==> src/rtl/adder_pkg.sv <==
// Shared definitions for the bit-serial adder.
// Contents:
//   ST_IDLE / ST_RUN / ST_DONE : state encodings
//   state_e                    : FSM state type built on those encodings
//   count_width()              : bit-counter width, max(1, clog2(width))
package adder_pkg;

    localparam logic [1:0] ST_IDLE = 2'd0;
    localparam logic [1:0] ST_RUN  = 2'd1;
    localparam logic [1:0] ST_DONE = 2'd2;

    typedef enum logic [1:0] {
        StIdle = ST_IDLE,
        StRun  = ST_RUN,
        StDone = ST_DONE
    } state_e;

    // The counter only has to reach width-1, so clog2 suffices; keep at least one bit.
    function automatic int unsigned count_width(input int unsigned width);
        return (width <= 2) ? 1 : $clog2(width);
    endfunction

endpackage

==> src/rtl/serial_adder_ctrl_full_adder.sv <==
// One-bit full-adder cell, reused every cycle by the serial adder.
// Ports:
//   a, b : operand bits
//   ci   : carry in
//   s    : sum bit
//   co   : carry out
module fullAdder (
    input  logic a,
    input  logic b,
    input  logic ci,
    output logic s,
    output logic co
);

    assign s  = a ^ b ^ ci;
    assign co = (a & b) | (ci & (a ^ b));

endmodule

==> src/rtl/serial_adder_ctrl.sv <==
// Bit-serial adder controller: adds two WIDTH-bit operands LSB-first using a single
// full-adder cell over WIDTH cycles.
// Ports:
//   clk, rst_n          : clock, asynchronous active-low reset
//   in_valid / in_ready : operand handshake (in_a, in_b, cin)
//   out_valid/out_ready : result handshake (sum, cout)
//   busy                : high while an operation is running or its result is pending
module serial_adder_ctrl
    import adder_pkg::*;
#(
    parameter int unsigned WIDTH = 8
) (
    input  logic             clk,
    input  logic             rst_n,
    input  logic             in_valid,
    output logic             in_ready,
    input  logic [WIDTH-1:0] in_a,
    input  logic [WIDTH-1:0] in_b,
    input  logic             cin,
    output logic             out_valid,
    input  logic             out_ready,
    output logic [WIDTH-1:0] sum,
    output logic             cout,
    output logic             busy
);

    localparam int unsigned CW = count_width(WIDTH);
    localparam logic [CW-1:0] LAST = CW'(WIDTH - 1);

    state_e           state;
    logic [WIDTH-1:0] a_sr;
    logic [WIDTH-1:0] b_sr;
    logic [WIDTH-1:0] sum_sr;
    logic [WIDTH-1:0] sum_shift;
    logic             carry;
    logic [CW-1:0]    count;
    logic             cell_s;
    logic             cell_c;

    fullAdder u_cell (
        .a  (a_sr[0]),
        .b  (b_sr[0]),
        .ci (carry),
        .s  (cell_s),
        .co (cell_c)
    );

    // Sum fills from the MSB so that after WIDTH shifts bit 0 lands at sum[0].
    always_comb begin
        sum_shift            = sum_sr >> 1;
        sum_shift[WIDTH-1]   = cell_s;
    end

    assign in_ready = (state == StIdle);
    assign sum      = sum_sr;

    always_ff @(posedge clk or negedge rst_n) begin
        if (!rst_n) begin
            state     <= StIdle;
            a_sr      <= '0;
            b_sr      <= '0;
            sum_sr    <= '0;
            carry     <= 1'b0;
            count     <= '0;
            out_valid <= 1'b0;
            cout      <= 1'b0;
            busy      <= 1'b0;
        end else begin
            unique case (state)
                StIdle: begin
                    if (in_valid) begin
                        a_sr  <= in_a;
                        b_sr  <= in_b;
                        carry <= cin;
                        count <= '0;
                        busy  <= 1'b1;
                        state <= StRun;
                    end
                end
                StRun: begin
                    sum_sr <= sum_shift;
                    a_sr   <= a_sr >> 1;
                    b_sr   <= b_sr >> 1;
                    carry  <= cell_c;
                    count  <= count + CW'(1);
                    if (count == LAST) begin
                        cout      <= cell_c;
                        out_valid <= 1'b1;
                        state     <= StDone;
                    end
                end
                StDone: begin
                    if (out_ready) begin
                        out_valid <= 1'b0;
                        busy      <= 1'b0;
                        state     <= StIdle;
                    end
                end
                default: begin
                    out_valid <= 1'b0;
                    busy      <= 1'b0;
                    state     <= StIdle;
                end
            endcase
        end
    end

endmodule

==> config.mk <==
export PLATFORM = sky130hd
export DESIGN_NAME = serial_adder_ctrl
export DESIGN_NICKNAME = d
export VERILOG_FILES = /design/src/rtl/adder_pkg.sv /design/src/rtl/serial_adder_ctrl_full_adder.sv /design/src/rtl/serial_adder_ctrl.sv
export SDC_FILE = /design/constraint.sdc
export NUM_CORES = 1
export LEC_CHECK = 0
export ABC_AREA = 1
export CORE_MARGIN = 5
export CORE_UTILIZATION = 50
export CTS_CLUSTER_DIAMETER = 50
export DETAILED_ROUTE_END_ITERATION = 10
export DONT_BUFFER_PORTS = 1
export GPL_TIMING_DRIVEN = 0
export HOLD_SLACK_MARGIN = 0.08
export PLACE_DENSITY = 0.7
export SYNTH_ARGS = -nofsm -noshare
export SYNTH_HDL_FRONTEND = slang
export SYNTH_HIERARCHICAL = 1
export SYNTH_SLANG_ARGS = --single-unit
==> constraint.sdc <==
create_clock -name clk -period 1.4 [get_ports clk]
set_clock_uncertainty 0.1 [all_clocks]
set_input_delay 0.14 -clock clk [delete_from_list [all_inputs] [get_ports clk]]
set_output_delay 0.14 -clock clk [all_outputs]
set_load 0.01 [all_outputs]
After elaboration in Yosys (flattened, before gate mapping):

Index checks and enable logic that the tools add are counted.

* register bits: 33
* output and inout port bits: 12
* word-level logic and storage cells: 47
* input bits: 21

* multiplexer cells: 17
* bitwise operators: 7
* add/sub/neg operators: 1
* eq/ne operators: 6
* reduce and logical (&&, ||, !) cells: 7

Operators with widths (number)
* case mux 8 bit (2 select lines): 2
* 2-to-1 mux 8 bit: 2
* AND reduction 3 bit: 3
* 2-to-1 mux 2 bit: 3
* inequality test 2 bit (second input constant): 3
* case mux 1 bit (3 select lines): 2
* case mux 2 bit (3 select lines): 1
* case mux 3 bit (2 select lines): 1
* 2-to-1 mux 1 bit: 4
* AND reduction 2 bit: 2
* adder 3 x 1 -> 3 bit (second input constant): 1
* equality test 3 bit (second input constant): 1
* 2-to-1 mux 3 bit: 1
* AND 1 bit: 2
* equality test 2 x 1 -> 1 bit (second input constant): 1
* equality test 2 bit (second input constant): 1
* logical NOT 2 bit: 1
* inverter 1 bit: 2
* case mux 1 bit (2 select lines): 1
* nonzero test 2 bit: 1
* bitwise XOR 1 bit: 2
* OR 1 bit: 1

Logic depth before layout (Yosys ltp):

Gate-level depths: netlist of the first run.

* depth in word-level cells: 4
* mapped depth: 6
* gate-level depth less buffers: 5

Modules after synthesis:

Netlist of the first run, hierarchy kept.

Modules (own cells, without submodules)
* serial_adder_ctrl: seq. area each 825.8 µm², cells each 201, instances 1, area an instance 1581.5 µm²
* fullAdder: seq. area each 0.0 µm², cells each 1, instances 1, area an instance 20.0 µm²

Least setup slack after synthesis of the first run:

OpenSTA, ideal clock, no wires.

* path kind: register to register
* from: reg a_sr[0]
* to: reg carry
* setup time: 0.117 ns
* data required time: 1.183 ns
* cell stages (with the launch flop): 6
* clock period less this slack: 1.213 ns
* data arrival time: 0.995 ns
* path slack: 0.187 ns
* buffers on the path: 0
* cells stage by stage: dfrtp_1 > fa_1 > inv_1 > nand2_1 > nand3_1 > nand2_1

* word-level cells in the longest chain between the ends: 4
* elaborated cells between the ends (all ways): 5
* classes of those cells: 1 x mux; 4 x bitwise

Ends and longest elaborated chain
* start, declared: RTL line serial_adder_ctrl.sv:31 `logic [WIDTH-1:0] a_sr;`
* start signal, assigned: RTL line serial_adder_ctrl.sv:72 `a_sr <= in_a;`
* start signal, assigned: RTL line serial_adder_ctrl.sv:82 `a_sr <= a_sr >> 1;`
* bitwise XOR 1 bit: RTL line serial_adder_ctrl_full_adder.sv:16 `assign co = (a & b) | (ci & (a ^ b));`
* AND 1 bit: RTL line serial_adder_ctrl_full_adder.sv:16
* OR 1 bit *: RTL line serial_adder_ctrl_full_adder.sv:16
* via cell_c: RTL line serial_adder_ctrl.sv:38 `logic cell_c;`
* case mux 1 bit (2 select lines) *: RTL line serial_adder_ctrl.sv:69 `unique case (state)`
* end signal, assigned: RTL line serial_adder_ctrl.sv:74 `carry <= cin;`
* end signal, assigned: RTL line serial_adder_ctrl.sv:84 `carry <= cell_c;`
* end, declared: RTL line serial_adder_ctrl.sv:35 `logic carry;`

Mark *: on every way through the listed nets, which the timed path passes. The rest lies on a longest branch.
A chain may end at the register's enable or synchronous reset.

Final worst setup path of the first run:

* from: reg state[0]
* to: out in_ready

* word-level cells in the longest chain between the ends: 1

Ends and longest elaborated chain
* start, declared: RTL line serial_adder_ctrl.sv:30 `state_e state;`
* start signal, assigned: RTL line serial_adder_ctrl.sv:59 `state <= StIdle;`
* start signal, assigned: RTL line serial_adder_ctrl.sv:77 `state <= StRun;`
* start signal, assigned: RTL line serial_adder_ctrl.sv:89 `state <= StDone;`
* logical NOT 2 bit: RTL line serial_adder_ctrl.sv:54 `assign in_ready = (state == StIdle);`
* end, declared: RTL line serial_adder_ctrl.sv:16 `output logic in_ready,`

No other way between the ends.

==> results of run 1 <==
==> flip-flops by register name (all words and copies together) (netlist names) <==
name	cells
a_sr	8
b_sr	8
sum	8
count	3
state	2
busy	1
carry	1
cout	1
out_valid	1
==> worst paths after layout <==
check	to	slack [ns]	cells after the start
setup / recovery	in_ready	0.09	2
hold / removal	state[0]$_DFFE_PN0P_	0.14	2
setup reg to reg	cout$_DFFE_PN0P_	0.09	5
hold reg to reg	count[0]$_DFFE_PN0P_	0.41	1
max in group asynchronous	b_sr[5]$_DFFE_PN0P_	0.88	2
min in group clk	state[1]$_DFFE_PN0P_	0.34	2
==> per-layer routing <==
metal	up-vias	global-route usage (%)	routed length [microns]
met3	10	4.55	135
li1	672	-	-
met5	-	0	0
met2	24	30.4	1710
met1	632	21.8	1530
met4	0	11.2	93
==> metrics by stage <==
step | hold WS [ns] | std cells | setup TNS (ns) | total power, uW
finish | 0.137 | 275 | 0 | 4100
global route | 0.127 | 275 | -0.00166 | 4510
global placement | -0.255 | 246 | 0 | 3310
CTS | 0.124 | 275 | 0 | 4120
floorplan | -0.256 | 202 | 0 | 2990
detailed placement | -0.255 | 246 | 0 | 3410
==> Yosys cell counts <==
cell type,n
nand2_1,69
buf_4,4
inv_2,1
buf_6,1
o21ai_0,11
inv_1,35
nand2_2,1
dfrtp_1,33
nand3_1,32
nand2_4,2
o31ai_1,1
nor2_1,4
ha_1,2
a21oi_2,1
buf_2,4
fa_1,1
==> worst reg2reg max path: cells and delay by family, from the launching register on <==
family | cells | cell delay [ns]
DFF | 1 | 0.43
adders and majority gates | 2 | 0.42
and+or+nand+nor | 2 | 0.20
AOI/OAI and AO/OA | 1 | 0.07
==> what timing repair did <==
action	in CTS	in global routing
endpoints found under the hold margin	53	0
buffers inserted	1	0
resized for setup	3	2
hold buffers	21	0
setup endpoints to repair	1	3
==> cells in the final DEF, fill, tap and decap left out, drive strengths merged <==
cell type / netlist / routed
nand2: 72 / 72
inv: 36 / 36
dfrtp: 33 / 33
nand3: 32 / 32
dlygate4sd3: 0 / 20
o21ai: 11 / 11
buf: 9 / 10
clkbuf: 0 / 7
nor2: 4 / 4
ha: 2 / 2
o31ai: 1 / 1
a21oi: 1 / 1
clkinv: 0 / 1
fa: 1 / 1
==> where the power goes <==
group | leakage [uW] | internal (uW) | switching [uW]
logic | 0.000630 | 685 | 1030
registers | 0.000402 | 1400 | 361
clock network | 0.0000413 | 291 | 329
==> cells by family (layout without fill, tap and decap cells) <==
| group | count (synthesis) | after routing | synth area share (%) |
|---|---|---|---|
| flip-flops | 33 | 33 | 51.6 |
| buffers and inverters | 45 | 74 | 12.3 |
| adder cells (fa/ha/maj) | 3 | 3 | 2.81 |
| AND/OR/NAND/NOR | 108 | 108 | 28.9 |
| AO/OA/AOI/OAI | 13 | 13 | 4.45 |
==> cell type report <==
| cell class | instances | area share [%] |
|---|---|---|
| plain buffers | 8 | 3.06 |
| clock buffers | 7 | 3.32 |
| clock inverters | 1 | 0.255 |
| inverters | 36 | 6.89 |
| multi-input cells | 124 | 29.9 |
| flip-flops and latches | 33 | 42.2 |
| well taps | 44 | 2.81 |
| repair buffers | 22 | 11.6 |
==> results.txt, run 1 <==
Status: finished, final reports clean
CTS clk-pin slew, worst paths: 0.11 ns
DRC: 0
PD cells: 2090 nW/um^2
Buffers & Inverters on Critical Path: 1
Seq cells post-synth: 33
DIE WIDTH: 66.6 microns
Slew Limit Fails: 0
Synth area leader: dfrtp_1
Critical Path Source Type: flop
Ratio of cells with drive above 1 in the final layout: 10.8%
Ys Warns: 6
Clk Tree Root Cell: clkbuf_4
I/O pins: 33
Gr ovfl total: 0
# fillers: 273
Clock Sinks: 33
Cell Area, Synth: 1600 sq um
Antenna cell count: 0
Placed Area: 1660 sq um
CTS tree: yes
Number of global-route vias before repair: 1377
CP max stage delay: 0.41 ns
Synth cell types: 16
Top cell type's share of synthesized area: 51.6%
Final net count: 254
Crit-path cells: buf_6 > nor2_4
Final wirelength: 3470 microns
Routed Antenna Nets: 0
Area of the die: 4430 sq um
Post-Synthesis Cells: 202
Slew @ Worst Pin: 0.239 ns
Relative slew slack: 83.9%
Area growth syn-to-layout: 22.5%
Synthesized area per cell: 7.93 sq um
FP Rows: 20
Worst EP required: 1.16 ns
Family with the most delay on the worst path: flip-flops
Drt first pass iters: 4
CP endpoint kind: output pin
CP arrival: 1.07 ns
CP startpoint: state[0]$_DFFE_PN0P_
GRT Overall Usage: 18.6%
GP Congestion: 0.770
Total CTS buffers: 5
DP HPWL: 2340 microns
Critical path's slowest cell: dfrtp_1
Multi-input gate area: 587 sq um
Sequential-to-total area share from yosys stat: 51.6%
Leak: 0.00107 uW
Worst Hold Class: input port to async pin
CORE AREA: 3050 sq um
Most area-consuming cells after synthesis: dfrtp_1, nand2_1, nand3_1, inv_1, o21ai_0
Final hold violation count: 0
Port bufs: 0
Post-route design area: 1960 sq um
Avg WL per Cell: 12.6 microns
Largest net degree at the start of global routing: 34
Initial antenna violation count: 0
H-tree levels: 2
DRT iter0 DRCs: 113
Longest Clk Path Bufs: 2
Syn Nets: 226
Pre-CTS setup slack: 0.112 ns
Fmax: 764 MHz
Fin worst setup slack: 0.0909 ns
Die outline height: 66.6 microns
Seq. cell area: 827 sq um
Worst skew pair latency: 0.34 ns
R2R Path Start: count[0]$_DFFE_PN0P_
Maxcap violations: 0
Max FO, Critical Path: 19
Fin crit share: 93.5%
Routed vias/inst: 4.87
Initial Util: 52.5%
First-pass GRT wire length: 6080 microns
Via count: 1338
Final setup viols: 0
Period minus WS final: 1.31 ns
Worst Setup Path Type: flop to output pin
Peak VDD IR: 0.950 mV
Final core utilization: 64.3%
No activity file was read; power rests on OpenSTA's default activity.
==> run 2, diff against run 1 <==
==> constraint.sdc (replaced) <==
create_clock -name clk -period 1.4 [get_ports clk]
set_clock_uncertainty 0.1 [all_clocks]
set_input_delay 0 -clock clk [delete_from_list [all_inputs] [get_ports clk]]
set_output_delay 0 -clock clk [all_outputs]
set_load 0.01 [all_outputs]
==> results.txt, run 2 (synthesis results as in run 1) <==
Status: finished, final reports clean
H-tree levels: 2
First-pass GRT wire length: 6140 microns
I/O pins: 33
Routed vias/inst: 4.94
Slew Limit Fails: 0
Slew @ Worst Pin: 0.248 ns
Most frequent cells in the layout: nand2_1, inv_1, nand3_1, dfrtp_1, dlygate4sd3_1
Initial Util: 52.5%
Reg2reg setup slack: 0.08 ns
Peak VDD IR: 0.953 mV
Ratio of cells with drive above 1 in the final layout: 11.2%
Initial antenna violation count: 0
CP max stage delay: 0.43 ns
Total CTS buffers: 5
Setup tns final: 0 ns
Hold path start: out_ready
CP endpoint kind: flop
Worst Setup Path Type: flop to flop
Relative slew slack: 83.3%
Avg WL per Cell: 12.7 microns
Worst skew pair latency: 0.34 ns
Area growth syn-to-layout: 23.6%
Gr ovfl total: 0
Via count: 1367
Clock Sinks: 33
Final setup viols: 0
DRT iter0 DRCs: 100
Commonest non-fill, non-tap cell in the layout: nand2_1
Worst Hold Class: input port to flop
Maxcap violations: 0
Crit-path cells: ha_1 > ha_1 > nand2_1 > nand2_1 > o21ai_0
Hold depth: 2
Worst EP required: 1.56 ns
Final wirelength: 3510 microns
Hold WS: 0.200 ns
Period minus WS final: 1.32 ns
GRT Overall Usage: 18.7%
CORE AREA: 3050 sq um
CP arrival: 1.48 ns
R2r endpoint: cout$_DFFE_PN0P_
Longest Clk Path Bufs: 2
DIE WIDTH: 66.6 microns
Clk Tree Root Cell: clkbuf_4
CTS tree: yes
DP HPWL: 2340 microns
Port bufs: 0
PD cells: 2080 nW/um^2
Routed Antenna Nets: 0
Leak: 0.00108 uW
GP Congestion: 0.770
Worst-case hold path end point: state[1]$_DFFE_PN0P_
# fillers: 270
Fin worst setup slack: 0.0790 ns
Critical path's slowest cell: dfrtp_1
CTS clk-pin slew, worst paths: 0.11 ns
Pre-CTS setup slack: 0.112 ns
Final net count: 256
Max FO, Critical Path: 4
R2R Path Start: count[0]$_DFFE_PN0P_
Critical Path Source Type: flop
RSZ-0062 raised after global routing: false
DRC: 0
Number of global-route vias before repair: 1376
Area of the die: 4430 sq um
Die outline height: 66.6 microns
Final hold violation count: 0
Antenna cell count: 0
Largest net degree at the start of global routing: 34
Fmax: 757 MHz
Reg2reg path depth: 5
Drt first pass iters: 4
FP Rows: 20
Fin crit share: 94.4%
## run 2: cell count changes in the layout (fill, tap and decap cells not counted), sizes merged
cell,previous run,this run
dlygate4sd3,20,21
buf,10,11
## run 2: worst max-delay path: cells and delay by family (launching register included)
family	cells	cell delay [ns]
flops	1	0.43
fa+ha+maj	2	0.43
compound gates	1	0.07
simple gates	2	0.21
## run 2: final cells by class
| class | count | area, sq um | area share (%) |
|---|---|---|---|
| Sequential cell | 33 | 827 | 41.8 |
| Multi-Input combinational cell | 124 | 587 | 29.6 |
| Timing Repair Buffer | 23 | 238 | 12.0 |
| Inverter | 36 | 135 | 6.83 |
| Buffer | 9 | 67.6 | 3.41 |
| Clock buffer | 7 | 65.1 | 3.29 |
| Tap cell | 44 | 55.1 | 2.78 |
| Clock inverter | 1 | 5.00 | 0.253 |
## run 2: where the power goes
part / switching, uW / leakage [uW] / total [uW] / internal, uW
Clock: 328 / 0.0000413 / 619 / 291
Sequential: 359 / 0.000402 / 1760 / 1400
Combinational: 1040 / 0.000639 / 1740 / 702
## run 2: how the worst max path moves through the flow
stage                    startpoint                  end  slack, ns  cells past startpoint
2_1_floorplan   a_sr[0]$_DFFE_PN0P_    carry$_DFFE_PN0P_       0.19                      5
3_3_place_gp    a_sr[0]$_DFFE_PN0P_    carry$_DFFE_PN0P_       0.13                      5
3_5_place_dp    a_sr[0]$_DFFE_PN0P_    carry$_DFFE_PN0P_       0.11                      5
4_1_cts        state[0]$_DFFE_PN0P_             in_ready       0.01                      3
5_1_grt        state[0]$_DFFE_PN0P_  b_sr[1]$_DFFE_PN0P_     0.0003                      6
6_report       count[0]$_DFFE_PN0P_     cout$_DFFE_PN0P_       0.08                      5
## run 2: per-stage QoR
| step | total power [uW] | std cells | util (%) | instance area, sq um |
|---|---|---|---|---|
| after floorplan | 2990 | 202 | - | 1600 |
| after global placement | 3310 | 246 | 54.3 | 1660 |
| after detailed placement | 3410 | 246 | 54.3 | 1660 |
| after CTS | 4120 | 276 | 64.4 | 1970 |
| after global routing | 4540 | 277 | 64.8 | 1980 |
| final | 4120 | 277 | 64.8 | 1980 |
## run 2: per-layer routing
layer / GRT usage (%) / vias up / share of wire [%]
met3: 4.38 / 10 / 4.2
li1: - / 673 / -
met4: 11.4 / 0 / 2.8
met2: 30.3 / 34 / 50
met5: 0 / - / 0
met1: 22.3 / 650 / 43
## run 2: what timing repair did
item / CTS / global route
setup buffers: 0 / 1
hold buffers: 22 / 0
endpoints found under the hold margin: 57 / 0
gates resized for setup: 3 / 2
setup endpoints to repair: 1 / 3
